File: src/rtl/cache_bank_interco.sv
// rtl/cache_bank_interco.sv - core-to-cache-bank request/response interconnect with runtime bank-offset reconfiguration
// Optional feature macro: CACHE_BANK_INTERCO_PERF_EN (per-bank conflict counters)

package cache_bank_interco_pkg;
   typedef struct packed {
      logic [7:0]  core_id;
   } tcdm_user_t;

   typedef struct packed {
      logic [31:0] addr;
      logic        write;
      logic [31:0] data;
      logic [3:0]  strb;
      tcdm_user_t  user;
   } tcdm_req_chan_t;

   typedef struct packed {
      logic [31:0] data;
      tcdm_user_t  user;
   } tcdm_rsp_chan_t;

   typedef struct packed {
      tcdm_req_chan_t q;
      logic           q_valid;
   } tcdm_req_t;

   typedef struct packed {
      tcdm_rsp_chan_t p;
      logic           p_valid;
      logic           q_ready;
   } tcdm_rsp_t;
endpackage

module cache_bank_interco #(
   parameter int unsigned NumCore        = 4,
   parameter int unsigned NumCache       = 4,
   parameter int unsigned AddrWidth      = 32,
   parameter int unsigned ReqFifoDepth   = 2,
   parameter int unsigned MaxOutstanding = 4,
   parameter type tcdm_req_t      = cache_bank_interco_pkg::tcdm_req_t,
   parameter type tcdm_rsp_t      = cache_bank_interco_pkg::tcdm_rsp_t,
   parameter type tcdm_req_chan_t = cache_bank_interco_pkg::tcdm_req_chan_t,
   parameter type tcdm_rsp_chan_t = cache_bank_interco_pkg::tcdm_rsp_chan_t
) (
   input  logic                         clk_i,
   input  logic                         rst_i,
   input  logic [$clog2(AddrWidth)-1:0] cfg_offset_i,
   input  logic                         cfg_valid_i,
   output logic                         cfg_ready_o,
   output logic [$clog2(AddrWidth)-1:0] active_offset_o,
   input  tcdm_req_t                    core_req_i      [NumCore],
   output tcdm_rsp_t                    core_rsp_o      [NumCore],
   input  logic [NumCore-1:0]           core_rsp_ready_i,
   output tcdm_req_t                    mem_req_o       [NumCache],
   input  tcdm_rsp_t                    mem_rsp_i       [NumCache],
   output logic [NumCache-1:0]          mem_rsp_ready_o,
   output logic [31:0]                  perf_conflict_o [NumCache]
);

   localparam int unsigned OffW  = $clog2(AddrWidth);
   localparam int unsigned BankW = $clog2(NumCache);
   localparam int unsigned CoreW = $clog2(NumCore);
   localparam int unsigned PtrW  = (ReqFifoDepth > 1) ? $clog2(ReqFifoDepth) : 1;
   localparam int unsigned CntW  = $clog2(ReqFifoDepth + 1);
   localparam int unsigned OutW  = $clog2(MaxOutstanding + 1);

   typedef enum logic [1:0] {RUN, DRAIN, UPDATE} state_e;

   state_e          r_state;
   logic            r_cfg_ready;
   logic [OffW-1:0] r_offset;

   tcdm_req_chan_t  r_fifo_mem [NumCore][ReqFifoDepth];
   logic [PtrW-1:0] r_rd_ptr   [NumCore];
   logic [PtrW-1:0] r_wr_ptr   [NumCore];
   logic [CntW-1:0] r_cnt      [NumCore];
   logic [OutW-1:0] r_out      [NumCore];
   logic [CoreW-1:0] r_req_ptr [NumCache];
   logic [BankW-1:0] r_rsp_ptr [NumCore];

   tcdm_req_chan_t  w_head     [NumCore];
   tcdm_req_chan_t  w_fwd      [NumCore];
   logic [BankW-1:0] w_head_bank [NumCore];
   logic [NumCore-1:0] w_elig;
   logic [NumCore-1:0] w_push;
   logic [NumCore-1:0] w_pop;
   logic [NumCore-1:0] w_q_ready;
   logic [CntW-1:0] w_cnt_next [NumCore];
   logic [OutW-1:0] w_out_next [NumCore];
   logic            w_idle_next;

   logic [NumCore-1:0]  w_breq      [NumCache];
   logic [NumCache-1:0] w_bank_valid;
   logic [NumCache-1:0] w_bank_acc;
   logic [CoreW-1:0]    w_bank_gnt  [NumCache];

   logic [NumCache-1:0] w_routable;
   logic [CoreW-1:0]    w_rsp_core  [NumCache];
   logic [NumCache-1:0] w_rreq      [NumCore];
   logic [NumCore-1:0]  w_rsp_valid;
   logic [NumCore-1:0]  w_rsp_hs;
   logic [BankW-1:0]    w_rsp_gnt   [NumCore];
   tcdm_rsp_chan_t      w_rsp_p     [NumCore];

   // Bank index is the BankW-bit field starting at the active offset.
   function automatic logic [BankW-1:0] f_bank(input logic [AddrWidth-1:0] a,
                                               input logic [OffW-1:0] off);
      logic [AddrWidth-1:0] s;
      s = a >> off;
      return s[BankW-1:0];
   endfunction

   // Remove the bank field: upper bits slide down over it, top bits fill with zero.
   function automatic logic [AddrWidth-1:0] f_compact(input logic [AddrWidth-1:0] a,
                                                      input logic [OffW-1:0] off);
      logic [AddrWidth-1:0] lo_mask;
      lo_mask = ~({AddrWidth{1'b1}} << off);
      return (a & lo_mask) | ((a >> (32'(off) + BankW)) << off);
   endfunction

   // Core side: FIFO heads, their target bank, eligibility and acceptance.
   always_comb begin
      for (int c = 0; c < NumCore; c++) begin
         w_head[c]      = r_fifo_mem[c][r_rd_ptr[c]];
         w_head_bank[c] = f_bank(w_head[c].addr[AddrWidth-1:0], r_offset);
         w_elig[c]      = (r_cnt[c] != '0) && (r_out[c] < OutW'(MaxOutstanding));
         w_q_ready[c]   = (r_cnt[c] != CntW'(ReqFifoDepth)) && (r_state == RUN) && !rst_i;
         w_push[c]      = core_req_i[c].q_valid && w_q_ready[c];
         w_fwd[c]       = w_head[c];
         w_fwd[c].addr  = '0;
         w_fwd[c].addr[AddrWidth-1:0] = f_compact(w_head[c].addr[AddrWidth-1:0], r_offset);
         w_fwd[c].user.core_id = '0;
         w_fwd[c].user.core_id[CoreW-1:0] = CoreW'(c);
      end
   end

   // Per-bank round-robin: scan in reverse priority so the pointer's core wins last.
   always_comb begin
      for (int b = 0; b < NumCache; b++) begin
         for (int c = 0; c < NumCore; c++) begin
            w_breq[b][c] = w_elig[c] && (w_head_bank[c] == BankW'(b));
         end
         w_bank_valid[b] = 1'b0;
         w_bank_gnt[b]   = '0;
         for (int i = NumCore - 1; i >= 0; i--) begin
            if (w_breq[b][r_req_ptr[b] + CoreW'(i)]) begin
               w_bank_valid[b] = 1'b1;
               w_bank_gnt[b]   = r_req_ptr[b] + CoreW'(i);
            end
         end
         w_bank_acc[b] = w_bank_valid[b] && mem_rsp_i[b].q_ready && !rst_i;
      end
   end

   // Pops and next-cycle occupancy; DRAIN looks ahead so it exits on the last handshake.
   always_comb begin
      w_idle_next = 1'b1;
      for (int c = 0; c < NumCore; c++) begin
         w_pop[c] = 1'b0;
         for (int b = 0; b < NumCache; b++) begin
            if (w_bank_acc[b] && (w_bank_gnt[b] == CoreW'(c))) w_pop[c] = 1'b1;
         end
         w_cnt_next[c] = r_cnt[c] + CntW'(w_push[c]) - CntW'(w_pop[c]);
         w_out_next[c] = r_out[c] + OutW'(w_pop[c]) - OutW'(w_rsp_hs[c]);
         if ((w_cnt_next[c] != '0) || (w_out_next[c] != '0)) w_idle_next = 1'b0;
      end
   end

   // Response routing: responses for cores with nothing outstanding are swallowed.
   always_comb begin
      for (int b = 0; b < NumCache; b++) begin
         w_rsp_core[b] = mem_rsp_i[b].p.user.core_id[CoreW-1:0];
         w_routable[b] = mem_rsp_i[b].p_valid
                         && (32'(mem_rsp_i[b].p.user.core_id) < NumCore)
                         && (r_out[w_rsp_core[b]] != '0);
      end
      for (int c = 0; c < NumCore; c++) begin
         for (int b = 0; b < NumCache; b++) begin
            w_rreq[c][b] = w_routable[b] && (w_rsp_core[b] == CoreW'(c));
         end
         w_rsp_valid[c] = 1'b0;
         w_rsp_gnt[c]   = '0;
         for (int i = NumCache - 1; i >= 0; i--) begin
            if (w_rreq[c][r_rsp_ptr[c] + BankW'(i)]) begin
               w_rsp_valid[c] = 1'b1;
               w_rsp_gnt[c]   = r_rsp_ptr[c] + BankW'(i);
            end
         end
         w_rsp_p[c]  = mem_rsp_i[w_rsp_gnt[c]].p;
         w_rsp_hs[c] = w_rsp_valid[c] && core_rsp_ready_i[c] && !rst_i;
      end
   end

   // Drive core and bank ports; everything visible is masked while in reset.
   always_comb begin
      for (int c = 0; c < NumCore; c++) begin
         core_rsp_o[c]         = '0;
         core_rsp_o[c].p       = w_rsp_p[c];
         core_rsp_o[c].p_valid = w_rsp_valid[c] && !rst_i;
         core_rsp_o[c].q_ready = w_q_ready[c];
      end
      for (int b = 0; b < NumCache; b++) begin
         mem_req_o[b]         = '0;
         mem_req_o[b].q       = w_fwd[w_bank_gnt[b]];
         mem_req_o[b].q_valid = w_bank_valid[b] && !rst_i;
         mem_rsp_ready_o[b]   = rst_i || !w_routable[b]
                                || ((w_rsp_gnt[w_rsp_core[b]] == BankW'(b))
                                    && core_rsp_ready_i[w_rsp_core[b]]);
      end
   end

   // FIFO storage; payload needs no reset since occupancy is tracked separately.
   always_ff @(posedge clk_i) begin
      for (int c = 0; c < NumCore; c++) begin
         if (w_push[c]) r_fifo_mem[c][r_wr_ptr[c]] <= core_req_i[c].q;
      end
   end

   // FIFO pointers, occupancy, outstanding counts and arbiter pointers.
   always_ff @(posedge clk_i) begin
      if (rst_i) begin
         for (int c = 0; c < NumCore; c++) begin
            r_rd_ptr[c]  <= '0;
            r_wr_ptr[c]  <= '0;
            r_cnt[c]     <= '0;
            r_out[c]     <= '0;
            r_rsp_ptr[c] <= '0;
         end
         for (int b = 0; b < NumCache; b++) r_req_ptr[b] <= '0;
      end else begin
         for (int c = 0; c < NumCore; c++) begin
            if (w_push[c])
               r_wr_ptr[c] <= (r_wr_ptr[c] == PtrW'(ReqFifoDepth - 1)) ? '0 : r_wr_ptr[c] + PtrW'(1);
            if (w_pop[c])
               r_rd_ptr[c] <= (r_rd_ptr[c] == PtrW'(ReqFifoDepth - 1)) ? '0 : r_rd_ptr[c] + PtrW'(1);
            r_cnt[c] <= w_cnt_next[c];
            r_out[c] <= w_out_next[c];
            if (w_rsp_hs[c]) r_rsp_ptr[c] <= w_rsp_gnt[c] + BankW'(1);
         end
         for (int b = 0; b < NumCache; b++) begin
            if (w_bank_acc[b]) r_req_ptr[b] <= w_bank_gnt[b] + CoreW'(1);
         end
      end
   end

   // Reconfiguration FSM: stop intake, wait for quiescence, swap offset, pulse ready.
   always_ff @(posedge clk_i) begin
      if (rst_i) begin
         r_state     <= RUN;
         r_cfg_ready <= 1'b0;
         r_offset    <= OffW'(6);
      end else begin
         case (r_state)
            RUN: begin
               r_cfg_ready <= 1'b0;
               if (cfg_valid_i) r_state <= DRAIN;
            end
            DRAIN: begin
               if (w_idle_next) begin
                  r_state     <= UPDATE;
                  r_cfg_ready <= 1'b1;
               end
            end
            UPDATE: begin
               r_offset    <= cfg_offset_i;
               r_cfg_ready <= 1'b0;
               r_state     <= RUN;
            end
            default: begin
               r_state     <= RUN;
               r_cfg_ready <= 1'b0;
            end
         endcase
      end
   end

   assign cfg_ready_o     = r_cfg_ready;
   assign active_offset_o = r_offset;

`ifdef CACHE_BANK_INTERCO_PERF_EN
   logic [31:0] r_conflict [NumCache];

   // Saturating count of cycles with two or more eligible heads on a bank.
   always_ff @(posedge clk_i) begin
      if (rst_i) begin
         for (int b = 0; b < NumCache; b++) r_conflict[b] <= '0;
      end else begin
         for (int b = 0; b < NumCache; b++) begin
            if (($countones(w_breq[b]) > 1) && (r_conflict[b] != '1))
               r_conflict[b] <= r_conflict[b] + 32'd1;
         end
      end
   end

   // Expose the counters.
   always_comb begin
      for (int b = 0; b < NumCache; b++) perf_conflict_o[b] = r_conflict[b];
   end
`else
   // Counters absent: constant zero.
   always_comb begin
      for (int b = 0; b < NumCache; b++) perf_conflict_o[b] = '0;
   end
`endif

endmodule

File: config.mk
export PLATFORM = sky130hd
export DESIGN_NAME = cache_bank_interco
export DESIGN_NICKNAME = d
export VERILOG_FILES = /design/src/rtl/cache_bank_interco.sv
export SDC_FILE = /design/constraint.sdc
export NUM_CORES = 2
export LEC_CHECK = 0
export ABC_AREA = 1
export CAP_MARGIN = 0
export CORE_AREA = 2 2 435 437
export CTS_CLUSTER_SIZE = 24
export DETAILED_ROUTE_END_ITERATION = 6
export DIE_AREA = 0 0 437 439
export HOLD_SLACK_MARGIN = 0.03
export RECOVER_POWER = 25
export SLEW_MARGIN = 20
export SYNTH_ARGS = -nofsm -noshare
export SYNTH_HDL_FRONTEND = slang
export SYNTH_SLANG_ARGS = --single-unit
File: constraint.sdc
create_clock -name clk_i -period 6.55 [get_ports clk_i]
set_clock_uncertainty 0.15 [all_clocks]
set_input_delay 0.9825 -clock clk_i [delete_from_list [all_inputs] [get_ports clk_i]]
set_output_delay 0.9825 -clock clk_i [all_outputs]
set_load 0.005 [all_outputs]
Word-level counts from Yosys, hierarchy flattened
Memories as Yosys holds them, arrays and structs flattened.
Cells that the tools add are included.
- flip-flop bits (word level): 8
- bits in writable memories: 660
- output and inout port bits: 618
- memories: 7
- $add $sub $neg: 57
- order comparisons: 68
- equality and inequality tests: 47
- shift-type cells: 13
- mux-type cells: 302
- bitwise logic cells: 54
- reductions and logical operators: 153
- memory list (memory ; depth ; width ; rd ports ; clocked after memory_dff ; write ports ; line ; text):
    r_fifo_mem ; 4 ; 154 ; 4 ; 0 ; 4 ; 73 ; tcdm_req_chan_t r_fifo_mem [NumCore][ReqFifoDepth];
    r_out ; 4 ; 3 ; 8 ; 0 ; 4 ; 77 ; logic [OutW-1:0] r_out [NumCore];
    r_cnt ; 4 ; 2 ; 4 ; 0 ; 4 ; 76 ; logic [CntW-1:0] r_cnt [NumCore];
    r_req_ptr ; 4 ; 2 ; 4 ; 0 ; 4 ; 78 ; logic [CoreW-1:0] r_req_ptr [NumCache];
    r_rsp_ptr ; 4 ; 2 ; 4 ; 0 ; 4 ; 79 ; logic [BankW-1:0] r_rsp_ptr [NumCore];
    r_rd_ptr ; 4 ; 1 ; 4 ; 0 ; 4 ; 74 ; logic [PtrW-1:0] r_rd_ptr [NumCore];
    +1 memories ; -- ; -- ; -- ; -- ; -- ; -- ;
- operators with widths (kind ; count):
    $mux 77 ; 24
    $bmux 77 s2 ; 4
    $mux 154 ; 4
    $bmux 42 s2 ; 4
    $mux 42 ; 8
    $demux 77 s1 ; 4
    $mux 1 ; 155
    $and 32x32->32 ; 4
    $or 32x32->32 ; 4
    $shl 32x5->32 ; 4
    $shr 32x5->2 ; 4
    $lt 2x3->1 const B ; 36
    $mux 2 ; 54
    $logic_and 1x1->1 ; 104
    $shr 32x32->32 ; 3
    $bmux 1 s2 ; 36
    $eq 2x2->1 const B ; 27
    $ge 3x3->1 const B ; 12
    $not 2->3 ; 12
    $add 2x1->2 const B ; 16
    $add 2x2->2 const B ; 16
    $lt 8x3->1 const B ; 4
    $not 32->32 ; 1
    $shl 32x5->32 const A ; 1
    other kinds (25) ; 153

Logic depth before layout (Yosys ltp)
An unclocked memory read counts as a cell.
- depth in word-level cells: 31
- mapped depth: 42
- mapped depth without buffers: 40

Worst setup path before layout
OpenSTA, ideal clock, no wires.
- path kind: input-to-reg
- start: input port rst_i
- end: memory r_fifo_mem[1][100] in the netlist's numbering (enable)
- arrival time: 4637 ps
- data required time: 5903 ps
- setup slack: 1266 ps
- stages on the path: 6
- path buffers: 1
- path through: clkbuf_1 > inv_2 > nand2_1 > a21oi_1 > nand2_1 > nor2_1
- RTL lines (element ; line ; text):
    start: declaration ; 46 ; input logic rst_i,
    end: declaration ; 73 ;

==> results.md <==
- YS warnings: 0
- Leakage power: between 0.03 and 0.04 µW
- Top post-synthesis cells by area: edfxtp_1, nand2_1, nand3_1
- WP data arrival: around 5.3 ns
- Failing checks: DRC
- Grt ovf: 0
- Ys async rst share: 0%
- Max IR drop VDD: between 500 and 600 µV
- Commonest non-fill, non-tap cell in the layout: nand2_1
- Core Box Area: 0.1870 mm²
- Fin crit period: between 6 and 7 ns
- Cells after synthesis: roughly 8000
- Metal3 WL: roughly 34000 µm
- Post-Synth Adder-Cell Area: less than 1%
- Gpl congestion: between 1 and 1.5
- CTS tree: done
- Die width: ~440 µm
- Area Overhead vs Synth: 32.66%
- Port Buffer Count: between 900 and 1000
- Unique masters post-synth: 55
- Die area: approximately 0.19 mm²
- Area leader, netlist: edfxtp_1
- Max-cap violations: 0
- Drt total wl: around 320000 µm
- Placed Cells: 11320
- F_max: roughly 160 MHz
- Setup violators final: 0
- Final hold violations: 0
- Setup TNS: 0 ns
- Number of CTS-inserted buffers: 70
- Clock slew at reported path FFs: ~0.06 ns
- Synthesized area per cell: 6.554 µm²
- Top layer in use: met5
- Nets: 9442
- DR vias/cell: between 5 and 6
- Wire per inst: 28.09 µm
- Commonest non-fill, non-tap cells in the layout: nand2_1, nand3_1, clkdlybuf4s50_1, edfxtp_1, inv_1
- Worst-case clock buffer depth: 3
- Pwr Density: a little over 600 mW/mm²
- Max stage delay on crit path: 0.61 ns
- Starting Density: 27.95%
- Number of global-route vias before repair: around 60000
- Post-synth top area share: between 30% and 40%
- Complex-gate fraction of the synthesized area: approximately a tenth
- RSZ-0062 raised after global routing: yes
- Synth Area in XOR/XNOR: 0.3854%
- Final HPWL from detailed placement: around 240000 µm
- CTS sink count: 604
- Setup crit start kind: register
- Post-synthesis simple-gate area fraction: a little over two fifths
- Post-synth top flop: edfxtp_1
- Worst slew pin tran: around 1.2 ns
- Post-Layout Cell Count: between 10000 and 15000
- Site row count: roughly 160
- Vias: ~64000
- Wire length on met1: 113900 µm
- Proportion of layout cells with a drive suffix above 1: roughly 9.3%
- First drt pass iteration count: 7
- Max_slew headroom: about a fifth
- Largest family of logic cells by synthesized area: simple AND/OR/NAND/NOR gates
- Met2 Routed Length: between 100000 and 150000 µm
- #FFs+latches synth: between 600 and 700
- Slowest-stage cell, CP: buf_4
- Initial antenna violation count: 57
- Worst skew pair latency: around 0.72 ns
- Global router's overall resource usage: 31.55%
- # DRC: 1
- Clock tree root driver cell: clkbuf_16
- Global-route wire length before repair: approximately 440000 µm
- Total power: about 42000 µW
- Crit path cell chain: inv_4 > buf_12 > buf_4 > buf_4 > nand2_1 > nand2_1 > buf_4 > a21o_1 > nand4_1 > a21oi_1 > nand3_1 > nand3_1 > nand2_1 > clkdlybuf4s50_1
- Worst hold-check path type: reg2reg
- Final Util: 37.08%
- H-tree depth: 3
- Top delay family on crit path: buffers and inverters
- Die height: between 400 and 500 µm
- Critical Path End Type: output pin
- Post-synthesis sequential area ratio: 34.17%
- Synthesized area: approximately 0.052 mm²
- Largest net degree at the start of global routing: roughly 140
- CP Data Required Time: 5.42 ns
- Critical path class: reg2out
- Fin crit share: between 90% and 100%
- IO Count: 1110
- Crit-path max FO: between 70 and 80
- Buf+Inv Stages, Crit Path: 6
- Status: complete, but fails checks
- Iteration-0 DRC Markers: 8097
- Slew Viols, Final: 0
- Number of synthesized flops with an enable pin: roughly 580
- Routed Antenna Nets: 0
- Multiplexer area fraction after synthesis: ~1.4%
[power by group]
group	internal (µW)	switching [µW]
sequential	4590	135
combinational	12600	21100
clock	2170	1810
total	19300	23000
[metrics by stage]
stage / cell area (µm²) / hold slack (ns) / setup WS, ns
finish: 69340 / 0.3194 / 0.1499
global route: 69310 / 0.3559 / -0.01179
CTS: 68600 / 0.3283 / 0.007133
detailed placement: 66180 / 0.3135 / -0.1100
global placement: 66180 / 0.3022 / -0.1262
floorplan: 52850 / 0.3011 / 1.266
[worst paths after layout]
check | cells after the start | from | slack [ns] | end
worst min-delay path | 2 | cfg_ready_o | 0.32 | cfg_ready_o
worst max-delay path | 14 | active_offset_o[2] | 0.15 | mem_req_o[72]
worst max register to register | 38 | r_rd_ptr[3] | 0.40 | r_state[0]
worst min register to register | 2 | cfg_ready_o | 0.32 | cfg_ready_o
[cell usage after synthesis, types with 5 or more instances]
cell and instances:
inv_1 515, and2_1 20, nor2_1 338, buf_1 85, edfxtp_1 576, buf_4 219
buf_6 25, o21ai_1 23, a32oi_1 32, ha_1 24, dfxtp_1 28, a21oi_1 260
clkbuf_1 175, xor2_1 18, xnor2_1 5, nor2_2 6, o21ai_0 466, o211ai_1 85
o22ai_1 10, or2_2 82, nor3_1 42, nand2_1 2624, nand4_1 69, nand3_1 1877
buf_2 189, a31oi_1 10, a22oi_1 10, nand2_2 10, nand3b_1 5, inv_2 18
mux2i_1 75
[what timing repair did]
item	in CTS	in global routing
endpoints found under the setup margin	232	247
cloned	1	10
pin swaps	0	5
setup buffers	2	15
hold buffers	0	0
gates resized for setup	16	72
[worst register-to-register path, delay by kind of cell (launching register included)]
family	cells	cell delay, ns
AND/OR/NAND/NOR	22	2.67
buffers and inverters	10	1.36
adder cells (fa/ha/maj)	3	0.92
AO/OA/AOI/OAI	3	0.56
flip-flops	1	0.37
[flip-flops by register name, indices dropped and copies added, names as in the netlist]
register,flops
cfg_ready_o,1
r_wr_ptr,4
r_state,2
r_cnt,8
r_rsp_ptr,8
r_rd_ptr,4
r_req_ptr,8
r_fifo_mem,552
r_out,12
active_offset_o,5
[cell type report]
cell class                      count  area, µm²
Multi-Input combinational cell   6293      29410
Sequential cell                   604      17870
Clock buffer                       80       1789
Tap cell                         2495       3122
Inverter                          540       2076
Timing Repair Buffer             1413      14510
Clock inverter                     43      500.5
Fill cell                       19660     117700
Antenna cell                       22      55.05
[cells by family (layout without fill, tap and decap cells)]
logic type,count (synthesis),after routing
adder cells (fa/ha/maj),28,28
XOR/XNOR,23,23
other,1,178
AO/OA/AOI/OAI,921,921
AND/OR/NAND/NOR,5090,5090
flip-flops,604,604
multiplexers,75,75
buffers and inverters,1233,2076
[routing by layer]
layer  global-route usage (%)  up-vias
met5                        0        -
met3                    7.842      950
met1                    35.67    29870
li1                         -    28550
met4                    23.84       20
met2                    51.34     4172
No activity file was read; power rests on OpenSTA's default activity.
